**config.mk**
```make
export PLATFORM = sky130hd
export DESIGN_NAME = game_stats_tracker_flat
export DESIGN_NICKNAME = d
export VERILOG_FILES = /design/src/rtl/game_stats_tracker_pkg.sv /design/src/rtl/game_stats_tracker_if.sv /design/src/rtl/game_stats_tracker_tick_gen_100hz.sv /design/src/rtl/game_stats_tracker.sv /design/src/flat_wrapper.sv
export SDC_FILE = /design/constraint.sdc
export NUM_CORES = 1
export LEC_CHECK = 0
export BUFFER_PORTS_ARGS = -buffer_cell sky130_fd_sc_hd__buf_2
export CAP_MARGIN = 20
export CORE_ASPECT_RATIO = 0.7
export CORE_MARGIN = 2
export CORE_UTILIZATION = 25
export CTS_CLUSTER_SIZE = 16
export DETAILED_ROUTE_END_ITERATION = 8
export PLACE_DENSITY = 0.49
export SYNTH_ARGS = -nofsm -noshare
export SYNTH_HDL_FRONTEND = slang
export SYNTH_HIERARCHICAL = 1
export SYNTH_SLANG_ARGS = --single-unit
```
**constraint.sdc**
```tcl
create_clock -name pclk -period 3.35 [get_ports pclk]
set_input_delay 0.335 -clock pclk [delete_from_list [all_inputs] [get_ports pclk]]
set_output_delay 0.335 -clock pclk [all_outputs]
set_load 0.05 [all_outputs]
```
**src/rtl/game_stats_tracker_pkg.sv**
```systemverilog
// game_stats_tracker_pkg: shared widths, defaults and FSM state encoding
package game_stats_tracker_pkg;
  localparam int TOTAL_PAIRS_DEF = 8;
  localparam int GAME_TIME_W = 13;
  localparam int SEC_W = 6;
  localparam int HSEC_W = 7;
  localparam int PAIRS_W = 8;
  typedef enum logic [1:0] {IDLE = 2'd0, RUNNING = 2'd1, OVER = 2'd2} state_t;
endpackage

```
**src/rtl/game_stats_tracker_if.sv**
```systemverilog
// game_stats_tracker_if: control pulses in, endgame statistics out
interface game_stats_tracker_if;
  import game_stats_tracker_pkg::*;
  logic game_start;
  logic pair_found;
  logic game_abort;
  logic [GAME_TIME_W-1:0] game_time;
  logic [PAIRS_W-1:0] discovered_pairs_ctr;
  logic game_over_en;
  logic running;
  modport master(output game_start, pair_found, game_abort,
                 input game_time, discovered_pairs_ctr, game_over_en, running);
  modport slave(input game_start, pair_found, game_abort,
                output game_time, discovered_pairs_ctr, game_over_en, running);
endinterface

```
**src/rtl/game_stats_tracker_tick_gen_100hz.sv**
```systemverilog
// tick_gen_100hz: prescaler emitting a one-cycle tick every TICK_DIV enabled cycles
module tick_gen_100hz #(
  parameter int TICK_DIV = 650_000
) (
  input  logic pclk,
  input  logic rst,
  input  logic clr,
  input  logic en,
  output logic tick
);
  localparam int W = TICK_DIV > 1 ? $clog2(TICK_DIV) : 1;
  logic [W-1:0] cnt;
  assign tick = en && cnt == W'(TICK_DIV - 1);
  always_ff @(posedge pclk or negedge rst)
    if (!rst) cnt <= '0;
    else if (clr) cnt <= '0;
    else if (en) cnt <= tick ? '0 : cnt + 1'b1;
endmodule

```
**src/rtl/game_stats_tracker.sv**
```systemverilog
// game_stats_tracker: game timer, pair counter and game-over flag for the endgame popup
module game_stats_tracker
  import game_stats_tracker_pkg::*;
#(
  parameter int CLK_FREQ_HZ = 65_000_000,
  parameter int TOTAL_PAIRS = TOTAL_PAIRS_DEF,
  parameter int MAX_SECONDS = 63
) (
  input logic pclk,
  input logic rst,
  game_stats_tracker_if.slave bus
);
  localparam int TICK_DIV = CLK_FREQ_HZ / 100;
  state_t state;
  logic [SEC_W-1:0] sec;
  logic [HSEC_W-1:0] hsec;
  logic [PAIRS_W-1:0] pairs;
  logic tick, sat, hwrap, last_pair;
  tick_gen_100hz #(.TICK_DIV(TICK_DIV)) u_tick (
    .pclk(pclk),
    .rst (rst),
    .clr (bus.game_start),
    .en  (state == RUNNING),
    .tick(tick)
  );
  assign hwrap = hsec == HSEC_W'(99);
  assign sat = sec == SEC_W'(MAX_SECONDS) && hwrap;
  assign last_pair = bus.pair_found && pairs == PAIRS_W'(TOTAL_PAIRS - 1);
  // start wins over every other event and restarts from any state
  always_ff @(posedge pclk or negedge rst)
    if (!rst) begin
      state <= IDLE;
      sec <= '0;
      hsec <= '0;
      pairs <= '0;
      bus.running <= 1'b0;
      bus.game_over_en <= 1'b0;
    end else if (bus.game_start) begin
      state <= RUNNING;
      sec <= '0;
      hsec <= '0;
      pairs <= '0;
      bus.running <= 1'b1;
      bus.game_over_en <= 1'b0;
    end else if (state == RUNNING) begin
      if (tick && !sat) begin
        hsec <= hwrap ? '0 : hsec + 1'b1;
        if (hwrap) sec <= sec + 1'b1;
      end
      if (bus.pair_found) pairs <= pairs + 1'b1;
      if (bus.game_abort || last_pair) begin
        state <= OVER;
        bus.running <= 1'b0;
        bus.game_over_en <= 1'b1;
      end
    end
  assign bus.game_time = {sec, hsec};
  assign bus.discovered_pairs_ctr = pairs;
endmodule
```
**src/flat_wrapper.sv**
```systemverilog
// flat-port wrapper written by rule: the top's interface ports become plain ports
module game_stats_tracker_flat import game_stats_tracker_pkg::*;
#(
  parameter int CLK_FREQ_HZ = 65_000_000,
  parameter int TOTAL_PAIRS = TOTAL_PAIRS_DEF,
  parameter int MAX_SECONDS = 63
)
  (pclk, rst, bus_game_start, bus_pair_found, bus_game_abort, bus_game_time, bus_discovered_pairs_ctr, bus_game_over_en, bus_running);
  game_stats_tracker_if bus_i ();
  input logic pclk;
  input logic rst;
  input wire logic [$bits(bus_i.game_start)-1:0] bus_game_start;
  input wire logic [$bits(bus_i.pair_found)-1:0] bus_pair_found;
  input wire logic [$bits(bus_i.game_abort)-1:0] bus_game_abort;
  output wire logic [$bits(bus_i.game_time)-1:0] bus_game_time;
  output wire logic [$bits(bus_i.discovered_pairs_ctr)-1:0] bus_discovered_pairs_ctr;
  output wire logic [$bits(bus_i.game_over_en)-1:0] bus_game_over_en;
  output wire logic [$bits(bus_i.running)-1:0] bus_running;
  assign bus_i.game_start = bus_game_start;
  assign bus_i.pair_found = bus_pair_found;
  assign bus_i.game_abort = bus_game_abort;
  assign bus_game_time = bus_i.game_time;
  assign bus_discovered_pairs_ctr = bus_i.discovered_pairs_ctr;
  assign bus_game_over_en = bus_i.game_over_en;
  assign bus_running = bus_i.running;
  game_stats_tracker #(.CLK_FREQ_HZ(CLK_FREQ_HZ), .TOTAL_PAIRS(TOTAL_PAIRS), .MAX_SECONDS(MAX_SECONDS)) u_core (.pclk(pclk), .rst(rst), .bus(bus_i));
endmodule
```
# [Word-level counts from Yosys, hierarchy flattened]
# Cells that the tools add are included.
[word_totals] input_bits=5 regBits=45 elab_cells=54
[op_classes] muxes=23 addsub=4 n_eq_ne=5 n_reduce_logical=15
[ops] op="two-way mux 20 bit" n=3
[ops] op="two-way mux 7 bit" n=4
[ops] op="two-way mux 6 bit" n=4
[ops] op="two-way mux 8 bit" n=3
[ops] op="adder 20 x 1 -> 20 bit (second input constant)" n=1
[ops] op="equality test 20 bit (second input constant)" n=1
[ops] op="nonzero test 2 bit" n=5
[ops] op="adder 8 x 1 -> 8 bit (second input constant)" n=1
[ops] op="equality test 8 x 3 -> 1 bit (second input constant)" n=1
[ops] op="adder 7 x 1 -> 7 bit (second input constant)" n=1
[ops] op="equality test 7 bit (second input constant)" n=1
[ops] op="adder 6 x 1 -> 6 bit (second input constant)" n=1
[ops] op="equality test 6 bit (second input constant)" n=1
[ops] op="two-way mux 1 bit" n=6
[ops] op="two-way mux 2 bit" n=3
[ops] op="AND reduction 2 bit" n=3
[ops] op="logical AND 1 bit" n=4
[ops] op="AND reduction 3 bit" n=1
[ops] op="equality test 2 x 1 -> 1 bit (second input constant)" n=1
[ops] op="zero test 1 bit" n=1
[ops] op="logical OR 1 bit" n=1

# [Logic depth before layout (Yosys ltp)]
# Gate-level depths: netlist of run 1.
[logic_depth] depth_word=7 ltp_mapped=10 depth_no_buf=9

# [Modules after synthesis]
# Netlist of run 1, hierarchy kept.
[modules_own_cells] module="game_stats_tracker" n_inst=1 cells_each=128 seq_area_each_um2=575.6 area_per_inst_um2=1218.7
[modules_own_cells] module="tick_gen_100hz" n_inst=1 cells_each=125 seq_area_each_um2=500.5 area_per_inst_um2=1131.1

# [Worst setup path before layout of run 1]
# OpenSTA, ideal clock, no wires.
[synth_path] path_kind="reg2reg" from="reg u_core.state[0]" to="reg u_core.sec[3]" setup_slack_ns=0.263 period_less_slack_ns=3.087 stages_incl_launch_ff=11 n_path_buf=1 arrival_ns=3.009 cell_sequence="dfrtp_1 nor2b_1 nand4b_1 nor4_4 nand3_1 inv_1 nand3b_1 or3_1 buf_2 or4_1 a21oi_1"
[synth_via] elab_chain_cells=5
[synth_rtl] element="start: declaration" line_no="game_stats_tracker.sv:14" rtl="state_t state;"
[synth_rtl] element="start signal: assignment" line_no="game_stats_tracker.sv:32" rtl="state <= IDLE;"
[synth_rtl] element="start signal: assignment" line_no="game_stats_tracker.sv:39" rtl="state <= RUNNING;"
[synth_rtl] element="start signal: assignment" line_no="game_stats_tracker.sv:52" rtl="state <= OVER;"
[synth_rtl] element="equality test 2 x 1 -> 1 bit" line_no="game_stats_tracker.sv:23" rtl=".en (state == RUNNING),"
[synth_rtl] element="logical AND 1 bit" line_no="game_stats_tracker_tick_gen_100hz.sv:13" rtl="assign tick = en && cnt == W'(TICK_DIV - 1);"
[synth_rtl] element="net u_core.tick" line_no="game_stats_tracker.sv:18" rtl="logic tick, sat, hwrap, last_pair;"
[synth_rtl] element="logical AND 1 bit" line_no="game_stats_tracker.sv:46" rtl="if (tick && !sat) begin"
[synth_rtl] element="nonzero test 2 bit (no line)"
[synth_rtl] element="AND reduction 3 bit (no line)"
[synth_rtl] element="end signal: assignment" line_no="game_stats_tracker.sv:48" rtl="if (hwrap) sec <= sec + 1'b1;"
[synth_rtl] element="end: declaration" line_no="game_stats_tracker.sv:15" rtl="logic [SEC_W-1:0] sec;"
# The timed path passes the listed nets, and every way through them passes these cells.
# A chain may end at the register's enable or synchronous reset.

# [Worst setup path after layout of run 1]
[layout_path] from="reg u_core.u_tick.cnt[4]" to="reg u_core.sec[3]"
[layout_via] elab_chain_cells=5
[layout_rtl] element="start: declaration" line_no="game_stats_tracker_tick_gen_100hz.sv:12" rtl="logic [W-1:0] cnt;"
[layout_rtl] element="start signal: assignment" line_no="game_stats_tracker_tick_gen_100hz.sv:17" rtl="else if (en) cnt <= tick ? '0 : cnt + 1'b1;"
[layout_rtl] element="equality test 20 bit" line_no="game_stats_tracker_tick_gen_100hz.sv:13"
[layout_rtl] element="logical AND 1 bit" line_no="game_stats_tracker_tick_gen_100hz.sv:13"
[layout_rtl] element="net u_core.tick" line_no="game_stats_tracker.sv:18"
[layout_rtl] element="logical AND 1 bit" line_no="game_stats_tracker.sv:46"
[layout_rtl] element="nonzero test 2 bit (no line)"
[layout_rtl] element="AND reduction 3 bit (no line)"
# The timed path passes the listed nets, and every way through them passes these cells.

==> impl_metrics.json, run 1 <==
{
  "status": "complete, no violations",
  "die_w_um": 120,
  "max_cap_violations": 0,
  "gp_congestion": 0.788,
  "peakVddDrop_v": 0.000165,
  "power.leakage_nw": 1.17,
  "place_inst": 398,
  "fin_nets": 292,
  "wl_um": 5540,
  "clockBufferDepth": 2,
  "rsz0062_at_grt": "no",
  "die_h_um": 85.1,
  "clk_pin_slew_ps": 60,
  "cts_sinks": 43,
  "slew_viol_final": 0,
  "max_freq_mhz": 342,
  "grt_first_pass_wirelength_um": 9360,
  "drc": 0,
  "crit_fanout": 10,
  "grt_overflow": 0,
  "synth_cells": 253,
  "hold_viol": 0,
  "grt_max_degree": 44,
  "track_usage_pct": 11.5,
  "area_delta_synth_final_pct": 21.1,
  "synth_common_cells": "dfrtp_1, nor2_1, nand2_1",
  "cp_data_arrival_time_ps": 3140,
  "fillers": 967,
  "yosysSeqAreaShare_pct": 45.8,
  "tightest_slew_ps": 585,
  "syn_area_per_cell_um2": 9.29,
  "rrSetupSlack_ps": 420,
  "yosysTopAreaCellShare_pct": 45.8,
  "insertion_delay_ps": 290,
  "synth_edf_count": 0,
  "ys_ff_latch": 43,
  "cts-buffers-inserted": 5,
  "routed-via-count": 2004,
  "htree_levels": 2,
  "fp.coreArea_um2": 9110,
  "grt_pass1_vias": 1872,
  "cts_root_buf": "clkbuf_16",
  "postRouteAntennaNets": 0,
  "initial_core_util_pct": 25.8,
  "yosys_warnings": 6,
  "cp.required_ps": 3570,
  "finalSetupViolCount": 0,
  "ios": 28,
  "drt_first_pass_iters": 4,
  "io_buffers": 27,
  "power_mw": 1.28,
  "dp_hpwl_um": 3870,
  "synth.area.top_cells": "dfrtp_1, nor2_1, xnor2_1",
  "powerDensity_nw_per_um2": 448,
  "criticalPathCategory": "flip-flop to flip-flop",
  "period_needed_ps": 2930,
  "slew_headroom_pct": 60.6,
  "synth_largest_area_cell": "dfrtp_1",
  "synth_area_um2": 2350,
  "hp-class": "primary input to flip-flop",
  "final_cells": 408,
  "layout_worst_path_cycle_share_pct": 87.4,
  "antenna_found_initial": 0,
  "routed_via_density": 4.91,
  "die_area_um2": 10200,
  "wl_per_cell_um": 13.6,
  "drt_iter0_markers": 141,
  "cts_setup_buffers": 0,
  "drive_gt1_share_pct": 15.8,
  "finClkSkew_ps": 6.63,
  "post_cts_resized": 0,
  "synth_nets": 262,
  "synthArstFlopShare_pct": 100,
  "cts_tree": "done",
  "start_kind": "flip-flop",
  "end_kind": "flip-flop",
  "ys.flop_type": "dfrtp_1",
  "finalSetupTns_ps": 0,
  "row_count": 29,
  "synthDistinctLibCells": 42,
  "yosysMostFrequentCell": "dfrtp_1",
  "antenna_cells": 0
}
[repair_timing]
item                                    4_1_cts  5_1_grt
endpoints found under the hold margin         0        6
hold buffers                                  0        1
endpoints found under the setup margin        0        0
[report_power, final]
part | total (mW) | switching, mW | internal (mW) | leakage [nW]
Combinational | 0.0995 | 0.0681 | 0.0314 | 0.489
Clock | 0.635 | 0.208 | 0.428 | 0.0911
Sequential | 0.541 | 0.0121 | 0.529 | 0.593
Total | 1.28 | 0.288 | 0.988 | 1.17
[worst paths after layout]
kind,start,endpoint,depth (start not counted)
hold / removal,bus_game_start,u_core/u_tick/cnt[1],2
min in group asynchronous,rst,u_core/hsec[6],2
hold reg to reg,u_core/u_tick/cnt[18],u_core/u_tick/cnt[18],2
setup reg to reg,u_core/u_tick/cnt[4],u_core/sec[3],8
setup / recovery,u_core/u_tick/cnt[4],u_core/sec[3],8
max in group asynchronous,rst,u_core/u_tick/cnt[17],3
[worst max-delay path, cell delays in order, from the launching register on]
cell and delay [ps]:
dfrtp_1 430, or4b_4 570, nor4_4 320, nand3_1 180, inv_1 100, nand3b_1 90, or3_1 520, or4_1 510
a21oi_1 150
[layout by cell type (no fill, tap or decap), drive strengths merged, types with 2 or more instances in the layout]
| cell | n |
|---|---|
| bufinv | 2 |
| nor2 | 33 |
| nand3b | 4 |
| a21oi | 13 |
| nor3b | 2 |
| o21ai | 10 |
| nor3 | 7 |
| or4b | 3 |
| inv | 6 |
| dfrtp | 43 |
| xnor2 | 11 |
| clkbuf | 6 |
| ha | 4 |
| nand4 | 8 |
| nand3 | 18 |
| nor4 | 8 |
| o21ba | 2 |
| nand2b | 4 |
| o31ai | 4 |
| xor2 | 10 |
| and3b | 3 |
| and4 | 2 |
| or3 | 6 |
| or4 | 4 |
| buf | 31 |
| o22ai | 2 |
| nand2 | 20 |
| nor2b | 3 |
| o21a | 2 |
[state kept, by name (all words and copies together) (netlist names)]
signal	cells
u_core/u_tick/cnt	20
u_core/bus.discovered_pairs_ctr	8
u_core/hsec	7
u_core/sec	6
u_core/state	2
[cell families (layout without fill, tap and decap cells)]
group,after synthesis,count (layout),synth area share [%]
AO/OA/AOI/OAI,42,42,11.9
flip-flops,43,43,45.8
AND/OR/NAND/NOR,128,128,29.9
buffers and inverters,15,46,2.50
adder cells (fa/ha/maj),4,4,2.13
XOR/XNOR,21,21,7.83
[layer usage]
metal  global-route usage [%]  routed length [um]  vias up
met5                        0                   0        -
met4                     4.49                  95        0
met3                     2.82                 214        8
met2                     15.4                2240       38
met1                     17.6                2990      980
li1                         -                   -      978
[layout make-up]
class | instances | area, um2 | share of cell area, %
repair buffers | 32 | 188 | 6.60
inverters | 6 | 22.5 | 0.792
flip-flops and latches | 43 | 1080 | 37.8
clock inverters | 2 | 60.1 | 2.11
well taps | 124 | 155 | 5.45
multi-input cells | 195 | 1210 | 42.7
clock buffers | 6 | 129 | 4.53
[through the flow]
step | setup slack [ps] | area [um2] | utilization [%] | hold slack (ps)
floorplan | 263 | 2350 | - | 39.4
global placement | 494 | 2630 | 28.8 | 525
detailed placement | 426 | 2630 | 28.8 | 520
CTS | 415 | 2820 | 30.9 | 262
global route | 275 | 2850 | 31.2 | 408
finish | 422 | 2850 | 31.2 | 393
No activity file was read; power rests on OpenSTA's default activity.
==> run 2: changes to the inputs <==
- ABC_AREA: unset -> 1
- PLACE_DENSITY: 0.49 -> 0.48
==> run 2 against run 1 <==
- synthesized cell count grew 50%
- register-to-register slack gained 910 ps
- clock power shrank 8.8%
- largest cell class unchanged
- largest power group unchanged
==> impl_metrics.json, run 2 <==
{
  "die_h_um": 91.8,
  "holdBufCountCts": 0,
  "criticalPathCategory": "flip-flop to flip-flop",
  "drive_gt1_share_pct": 19.3,
  "hp-class": "primary input to asynchronous set/reset pin",
  "grt_first_pass_wirelength_um": 11400,
  "peakVddDrop_v": 0.000174,
  "max_freq_mhz": 495,
  "io_buffers": 27,
  "finClkSkew_ps": 9.43,
  "drt_iter0_markers": 124,
  "wl_per_cell_um": 11.8,
  "gp_congestion": 0.838,
  "cts_sinks": 43,
  "cts_tree": "done",
  "postRouteAntennaNets": 0,
  "layout_worst_path_cycle_share_pct": 60.3,
  "wl_um": 6580,
  "fillers": 1145,
  "area_delta_synth_final_pct": 17.6,
  "die_area_um2": 11900,
  "die_w_um": 129,
  "ys_ff_latch": 43,
  "slew_headroom_pct": 63.5,
  "cp.required_ps": 3580,
  "yosysSeqAreaShare_pct": 39.1,
  "final_common_cell": "nand2_1",
  "crit_buf_inv": 3,
  "syn_area_per_cell_um2": 7.26,
  "initial_core_util_pct": 26.2,
  "drc": 0,
  "yosysMostFrequentCell": "nand2_1",
  "cts_setup_buffers": 0,
  "yosys_warnings": 6,
  "power_mw": 1.26,
  "fin_nets": 418,
  "crit_fanout": 7,
  "synth_area_um2": 2750,
  "post_cts_resized": 0,
  "clockBufferDepth": 2,
  "end_kind": "flip-flop",
  "status": "complete, no violations",
  "clk_pin_slew_ps": 70,
  "max_cap_violations": 0,
  "slew_viol_final": 0,
  "slowest_stage": "dfrtp_1",
  "fp.coreArea_um2": 10500,
  "grt_max_degree": 44,
  "worstPathCellList": "inv_2, nor2_2, nand3_1, nor2_1, nand3_2, inv_1, inv_1, nor2_2, nand2_4, nor2_1, nand2_1, o21ai_2",
  "htree_levels": 2,
  "grt_pass1_vias": 2273,
  "start_kind": "flip-flop",
  "antenna_cells": 0,
  "critical-path-top-delay-family": "simple AND/OR/NAND/NOR gates",
  "synth_cells": 379,
  "power.leakage_nw": 1.51,
  "insertion_delay_ps": 300,
  "grt_overflow": 0,
  "routed_via_density": 4.31,
  "finalSetupViolCount": 0,
  "synth_edf_count": 0,
  "hold_viol": 0,
  "synthDistinctLibCells": 33,
  "synth_largest_area_cell": "dfrtp_1",
  "cts_root_buf": "clkbuf_16",
  "yosysTopAreaCellShare_pct": 39.1,
  "cts-buffers-inserted": 5,
  "drt_first_pass_iters": 4,
  "track_usage_pct": 12.2,
  "tightest_slew_ps": 548,
  "finalSetupTns_ps": 0,
  "dp_hpwl_um": 4860,
  "routed-via-count": 2403,
  "row_count": 31,
  "antenna_found_initial": 0,
  "cp_data_arrival_time_ps": 2250,
  "critPathMaxStageDelay_ps": 410,
  "regMostFlops": "u_core/u_tick/cnt",
  "synth.area.top_cells": "dfrtp_1, nand2_1, nor2_1",
  "synth_common_cells": "nand2_1, nor2_1, dfrtp_1",
  "largest_reg_flops": 20,
  "ys.flop_type": "dfrtp_1",
  "period_needed_ps": 2020,
  "layout_common_cells": "nand2_1, nor2_1, dfrtp_1",
  "synth_nets": 388,
  "synthArstFlopShare_pct": 100,
  "rsz0062_at_grt": "no",
  "ios": 28,
  "powerDensity_nw_per_um2": 388
}
run 2: routing by layer:
layer | GRT usage [%] | wire, um | vias to the layer above
li1 | - | - | 1259
met1 | 19.3 | 3740 | 1089
met2 | 15.6 | 2420 | 48
met3 | 3.50 | 349 | 7
met4 | 2.99 | 69 | 0
met5 | 0 | 0 | -
run 2: worst paths after layout:
path / start / end / slack [ps] / cells after the start
max: u_core/state[0] / u_core/hsec[6] / 1330 / 12
min: rst / u_core/u_tick/cnt[8] / 20 / 1
max reg2reg: u_core/state[0] / u_core/hsec[6] / 1330 / 12
min reg2reg: u_core/u_tick/cnt[19] / u_core/u_tick/cnt[19] / 530 / 2
max in group asynchronous: rst / u_core/u_tick/cnt[18] / 2820 / 2
min in group pclk: bus_game_abort / u_core/state[0] / 410 / 5
run 2: logic make-up (layout without fill, tap and decap cells):
group	Yosys count	count (layout)	synth area share (%)
flops	43	43	39.1
xor+xnor	5	5	1.59
simple gates	245	245	42.6
buf+inv	51	82	7.60
compound gates	31	31	7.28
fa+ha+maj	4	4	1.82
run 2: power breakdown:
group | leakage, nW | total (mW) | internal (mW) | switching [mW]
sequential | 0.592 | 0.549 | 0.532 | 0.0172
combinational | 0.830 | 0.128 | 0.0306 | 0.0979
clock | 0.0844 | 0.579 | 0.356 | 0.223
total | 1.51 | 1.26 | 0.919 | 0.338
run 2: layout make-up:
class	count	area (um2)	share of cell area, %
multi-input combinational	285	1470	45.3
sequential	43	1080	33.3
timing repair buffer	28	163	5.03
inverter	46	173	5.34
clock buffer	5	125	3.87
clock inverter	3	47.5	1.47
tap	148	185	5.73
run 2: stage by stage:
| stage | instances | hold slack [ps] | utilization, % | cell area [um2] | setup slack [ps] |
|---|---|---|---|---|---|
| 2_1_floorplan | 379 | 39.4 | - | 2750 | 1320 |
| 3_3_place_gp | 549 | 520 | 28.9 | 3030 | 1420 |
| 3_5_place_dp | 549 | 521 | 28.9 | 3030 | 1340 |
| 4_1_cts | 557 | 252 | 30.5 | 3210 | 1310 |
| 5_1_grt | 558 | 52.6 | 30.8 | 3230 | 1080 |
| 6_report | 558 | 22.9 | 30.8 | 3230 | 1330 |
run 2: worst register-to-register path, cell delays in order, from the launching register on:
cell and delay (ps):
dfrtp_1 410, inv_2 50, nor2_2 300, nand3_1 140, nor2_1 140, nand3_2 110, inv_1 70, inv_1 40
nor2_2 200, nand2_4 80, nor2_1 220, nand2_1 100, o21ai_2 70
